==> config.mk <==
export PLATFORM = sky130hd
export DESIGN_NAME = fifo_rd_arbiter
export DESIGN_NICKNAME = d
export VERILOG_FILES = /design/src/rtl/fifo_rd_arbiter.sv
export SDC_FILE = /design/constraint.sdc
export NUM_CORES = 1
export LEC_CHECK = 0
export ABC_CLOCK_PERIOD_IN_PS = 2070
export CORE_ASPECT_RATIO = 1.25
export CORE_MARGIN = 10
export CORE_UTILIZATION = 46
export CTS_CLUSTER_SIZE = 10
export DETAILED_ROUTE_END_ITERATION = 8
export GPL_TIMING_DRIVEN = 0
export PLACE_DENSITY = 0.82
export RECOVER_POWER = 100
export SYNTH_ARGS = -nofsm -noshare
export SYNTH_HDL_FRONTEND = slang
export SYNTH_SLANG_ARGS = --single-unit
==> constraint.sdc <==
create_clock -name i_clk -period 2.07 [get_ports i_clk]
set_clock_uncertainty 0.15 [all_clocks]
set_input_delay 0.3105 -clock i_clk [delete_from_list [all_inputs] [get_ports i_clk]]
set_output_delay 0.3105 -clock i_clk [all_outputs]
set_load 0.03 [all_outputs]
==> src/rtl/fifo_rd_arbiter.sv <==
// fifo_rd_arbiter
// Round-robin arbiter that shares one FIFO read port between N_REQ consumers
// in the read clock domain. The winning consumer owns the port for a burst of
// up to BURST_LEN reads. Every returned word is routed back to the consumer
// that issued the read, through a valid/owner pipeline matched to RD_LAT.
//
// Ports:
//   i_clk          read-domain clock, rising edge
//   i_rst          synchronous active-high reset
//   i_req          per-consumer level request
//   o_grant        one-hot owner of the current burst, zero while idle
//   o_burst_done   one-cycle pulse on the owner's bit after its burst closes
//   i_fifo_empty   FIFO empty flag (already accounts for last cycle's read)
//   o_fifo_ren     FIFO read enable
//   i_fifo_rdata   FIFO read data, valid RD_LAT cycles after o_fifo_ren
//   o_rd_data      returned word, registered
//   o_rd_valid     one-hot destination of o_rd_data, zero when no word
module fifo_rd_arbiter #(
    parameter int N_REQ     = 4,
    parameter int DATA_W    = 8,
    parameter int BURST_LEN = 4,
    parameter int RD_LAT    = 2
) (
    input  logic              i_clk,
    input  logic              i_rst,
    input  logic [N_REQ-1:0]  i_req,
    output logic [N_REQ-1:0]  o_grant,
    output logic [N_REQ-1:0]  o_burst_done,
    input  logic              i_fifo_empty,
    output logic              o_fifo_ren,
    input  logic [DATA_W-1:0] i_fifo_rdata,
    output logic [DATA_W-1:0] o_rd_data,
    output logic [N_REQ-1:0]  o_rd_valid
);

    localparam int GID_W = $clog2(N_REQ);
    localparam int CNT_W = $clog2(BURST_LEN + 1);

    typedef enum logic {
        ST_IDLE  = 1'b0,
        ST_BURST = 1'b1
    } state_t;

    state_t             r_state;
    logic [GID_W-1:0]   r_gid;
    logic [GID_W-1:0]   r_last;
    logic [CNT_W-1:0]   r_cnt;
    logic [N_REQ-1:0]   r_grant;
    logic [N_REQ-1:0]   r_burst_done;

    logic               r_vld_p [RD_LAT];
    logic [GID_W-1:0]   r_gid_p [RD_LAT];
    logic [DATA_W-1:0]  r_rd_data;
    logic [N_REQ-1:0]   r_rd_valid;

    logic               w_owner_req;
    logic               w_ren;
    logic               w_exit;
    logic [CNT_W-1:0]   w_cnt_nxt;
    logic [GID_W-1:0]   w_pick;

    // One-hot decode of a requester index.
    function automatic logic [N_REQ-1:0] onehot(input logic [GID_W-1:0] g);
        onehot = N_REQ'(1) << g;
    endfunction

    // Round-robin search starting at last+1. The scan runs from the farthest
    // candidate to the nearest so the nearest set bit is written last and wins.
    function automatic logic [GID_W-1:0] rr_pick(input logic [N_REQ-1:0] req,
                                                 input logic [GID_W-1:0] last);
        logic [GID_W-1:0] pick;
        logic [GID_W-1:0] idx_g;
        int               idx;
        pick = '0;
        for (int i = N_REQ; i >= 1; i--) begin
            idx   = (int'(last) + i) % N_REQ;
            idx_g = GID_W'(idx);
            if (req[idx_g]) pick = idx_g;
        end
        return pick;
    endfunction

    always_comb begin
        w_owner_req = i_req[r_gid];
        w_cnt_nxt   = r_cnt + 1'b1;
        // Read enable is gated by reset so nothing is pulled from the FIFO
        // in a cycle whose pipeline state is about to be thrown away.
        w_ren       = (r_state == ST_BURST) && w_owner_req && !i_fifo_empty &&
                      (r_cnt < CNT_W'(BURST_LEN)) && !i_rst;
        w_exit      = (r_state == ST_BURST) &&
                      (!w_owner_req || i_fifo_empty ||
                       (w_ren && (w_cnt_nxt == CNT_W'(BURST_LEN))));
        w_pick      = rr_pick(i_req, r_last);
    end

    // Arbitration / burst control
    always_ff @(posedge i_clk) begin
        if (i_rst) begin
            r_state      <= ST_IDLE;
            r_gid        <= '0;
            r_last       <= GID_W'(N_REQ - 1);
            r_cnt        <= '0;
            r_grant      <= '0;
            r_burst_done <= '0;
        end else begin
            r_burst_done <= '0;
            case (r_state)
                ST_IDLE: begin
                    if (|i_req) begin
                        r_gid   <= w_pick;
                        r_cnt   <= '0;
                        r_grant <= onehot(w_pick);
                        r_state <= ST_BURST;
                    end
                end
                ST_BURST: begin
                    if (w_ren) r_cnt <= w_cnt_nxt;
                    // Exit always lands in IDLE for at least one cycle, which
                    // is where the done pulse and the next arbitration happen.
                    if (w_exit) begin
                        r_state      <= ST_IDLE;
                        r_last       <= r_gid;
                        r_grant      <= '0;
                        r_burst_done <= onehot(r_gid);
                    end
                end
                default: r_state <= ST_IDLE;
            endcase
        end
    end

    // Return pipeline stage p0..p(RD_LAT-1): valid flags
    always_ff @(posedge i_clk) begin
        if (i_rst) begin
            for (int i = 0; i < RD_LAT; i++) r_vld_p[i] <= 1'b0;
        end else begin
            r_vld_p[0] <= w_ren;
            for (int i = 1; i < RD_LAT; i++) r_vld_p[i] <= r_vld_p[i-1];
        end
    end

    // Return pipeline stage p0..p(RD_LAT-1): owner tags
    always_ff @(posedge i_clk) begin
        r_gid_p[0] <= r_gid;
        for (int i = 1; i < RD_LAT; i++) r_gid_p[i] <= r_gid_p[i-1];
    end

    // Output stage: FIFO data is valid in the cycle the last tag stage holds
    always_ff @(posedge i_clk) begin
        if (i_rst) begin
            r_rd_data  <= '0;
            r_rd_valid <= '0;
        end else begin
            r_rd_valid <= r_vld_p[RD_LAT-1] ? onehot(r_gid_p[RD_LAT-1]) : '0;
            if (r_vld_p[RD_LAT-1]) r_rd_data <= i_fifo_rdata;
        end
    end

    assign o_grant      = r_grant;
    assign o_burst_done = r_burst_done;
    assign o_fifo_ren   = w_ren;
    assign o_rd_data    = r_rd_data;
    assign o_rd_valid   = r_rd_valid;

endmodule

==> flow_metrics.tcl <==
set metrics [dict create \
    status "completed" \
    start_util_pct 48.8 \
    placeableCoreArea_sq_mm 0.00271 \
    critPathRequiredTime_ns 1.61 \
    synth_top_area_share_pct 51.6 \
    nets 196 \
    power_mw 1.39 \
    end_kind "output pin" \
    fill_cells 206 \
    grt.total_usage_pct 12.2 \
    die_area_sq_mm 0.00543 \
    worstPathArrival_ns 1.53 \
    crit_path_start_kind "flop" \
    wirelength_mm 3.03 \
    yosysSeqAreaShare_pct 51.6 \
    placedCellCount 202 \
    grt_remaining_overflow 0 \
    wl_met2_mm 1.52 \
    ys_warn_count 0 \
    met3WireLength_microns 272 \
    fin_hold_ws_ns 0.185 \
    drc 0 \
    io_pins 36 \
    critPathSlowestCell "mux2_1" \
    rsz0062_at_grt "no" \
    path_cells "buf_6 > mux2_1 > a22oi_4 > nor4_4 > buf_6" \
    synth_edf_count 0 \
    cts-root-buf "clkbuf_4" \
    first_pass_iters 4 \
    grt_pass1_wl_mm 5.11 \
    num_vias 1116 \
    maxCapViolCount 0 \
    drtIter0Drc 46 \
    async_flop_share_pct 0 \
    numCtsBuffers 5 \
    clk_path_buf_depth 2 \
    top_layer "met4" \
    cts_tree "yes" \
    fin_ws_ns 0.0820 \
    cp_max_fo 3 \
    p_leak_nw 0.756 \
    worstSetupPathType "flop to output pin" \
    period_needed_ns 1.99 \
    cp_common_cell "buf_6" \
    ir_drop_v 0.000637 \
    row_count 21 \
    synth_top_area_cell "dfxtp_1" \
    cts.sinks 34 \
    pre_cts_ws_ns -0.602 \
    drive_gt1_share_pct 14.4 \
    tns_ns 0 \
    critical_path_buf_inv_count 2 \
    fin_util_pct 67.1 \
    final_area_sq_mm 0.00182 \
    die_w_microns 67.9 \
    vias_per_cell 5.21 \
    synth_ff_type "dfxtp_1" \
    hold_path_class "flop to flop" \
    setup_viol 0 \
    grt_start_max_net_pins 12 \
    final_cells 214 \
    drv_slew 0 \
    antenna_found_initial 0 \
    max_slew.worst_pin.slew_ns 0.583 \
    multiInputGateArea_sq_um 601 \
    cts-hold-fix-buffers 0 \
    insertedDiodeCount 0 \
    die_h_microns 79.9 \
    wl_per_cell_microns 14.2 \
    syn_inst 133 \
    htree_num_levels 2 \
    ys_types 37 \
    grt_pass1_vias 1067 \
    place_hpwl_mm 2.23 \
    drt-met1-wl_mm 1.14 \
    p_per_area_mw_per_mm2 767 \
    synth_fp_nets 150 \
    synth-seq-cells 34 \
    area_growth_pct 37.5 \
    yosys-top-cells-area "dfxtp_1 52%, mux2i_1 6.1%, nor2_1 5.4%" \
    place_congestion 0.849 \
    portBuffers 35 \
    max_freq_mhz 503 \
    placed_area_sq_mm 0.00171 \
    clk_pin_slew_ns 0.10 \
    slowest_delay_ns 0.35 \
    clk_latency_ns 0.33 \
    seqCellArea_sq_um 683 \
    slew_headroom_pct 60.5 \
    post-route-period-util_pct 96.0 \
    mappedNetlistArea_sq_mm 0.00132 \
    cp_top_family "multiplexers" \
    hold_viol 0 \
    syn_avg_cell_area_sq_um 9.92 \
    ant_nets 0 \
]
## synthesized netlist by cell type (2+ instances only)
| cell | instances |
|---|---|
| a21oi_1 | 10 |
| nand3_1 | 5 |
| nor3_1 | 5 |
| mux2_4 | 2 |
| nor4_1 | 2 |
| clkbuf_1 | 3 |
| mux2i_1 | 8 |
| nand2_1 | 10 |
| or3_1 | 2 |
| nor2_1 | 19 |
| nor2b_1 | 5 |
| a21o_1 | 2 |
| dfxtp_1 | 34 |
| ha_1 | 2 |
| nand2b_1 | 2 |
## path summary, 6_finish.rpt
kind,startpoint,end,slack (ns),depth (start not counted)
worst max-delay path,r_gid[0],o_fifo_ren,0.08,5
worst min-delay path,r_gid_p[0][1],r_gid_p[0][3],0.18,0
worst max register to register,r_gid[0],o_burst_done[1],0.12,8
worst min register to register,r_gid_p[0][1],r_gid_p[0][3],0.18,0
## logic make-up (layout without fill, tap and decap cells)
| logic type | after synthesis | in the layout | share of synthesized area (%) |
|---|---|---|---|
| and+or+nand+nor | 61 | 61 | 25.4 |
| DFF | 34 | 34 | 51.6 |
| AOI/OAI and AO/OA | 18 | 18 | 9.29 |
| muxes | 11 | 11 | 9.19 |
| buffers and inverters | 7 | 54 | 2.65 |
| adders and majority gates | 2 | 2 | 1.90 |
## state kept, by name, indices dropped and copies added, names as in the netlist
| register | cells |
|---|---|
| r_last | 2 |
| r_vld_p | 2 |
| o_burst_done | 4 |
| r_state | 1 |
| r_gid | 2 |
| o_grant | 4 |
| o_rd_valid | 4 |
| r_gid_p | 4 |
| r_cnt | 3 |
| o_rd_data | 8 |
## worst register-to-register path, stage by stage (launching register included)
cell     delay, ns
dfxtp_2       0.33
buf_6         0.12
mux2_1        0.23
a22oi_4       0.08
buf_4         0.14
buf_4         0.13
o21ai_2       0.40
nor3_2        0.10
and2_1        0.17
## layout make-up
type	count	share of cell area, %
buffer	6	1.72
clock buffer	5	2.07
clock inverter	3	2.21
inverter	1	0.207
multi-input combinational	92	33.1
sequential	34	37.6
tap	34	2.34
timing repair buffer	39	20.7
## cells in the final DEF, fill, tap and decap left out, types with 2 or more instances in the layout
cell type	n
nand2b_1	2
nand3_1	5
a21oi_1	10
or3_1	2
nor2_1	19
buf_4	4
dfxtp_2	2
clkdlybuf4s50_1	9
clkbuf_4	5
clkinv_2	2
nor2b_1	4
clkbuf_1	4
dfxtp_1	32
nor4_1	2
dlygate4sd3_1	21
nor3_1	5
nand2_1	10
buf_6	2
dlygate4sd2_1	4
mux2_4	2
ha_1	2
mux2i_1	8
a21o_1	2
## routing by layer
metal	vias to the layer above	GRT usage [%]
met5	-	0
li1	556	-
met2	49	20.4
met4	0	7.66
met3	10	5.06
met1	501	12.1
## power by group
part	switching [mW]	internal, mW
clock	0.214	0.250
sequential	0.0234	0.688
combinational	0.118	0.0984
total	0.355	1.04
## what timing repair did
item | in CTS | in global routing
endpoints found under the setup margin | 1 | 1
setup buffers | 3 | 1
pin swaps | 2 | 2
resized for setup | 12 | 2
Note: power is estimated with default switching activity, not from simulation.
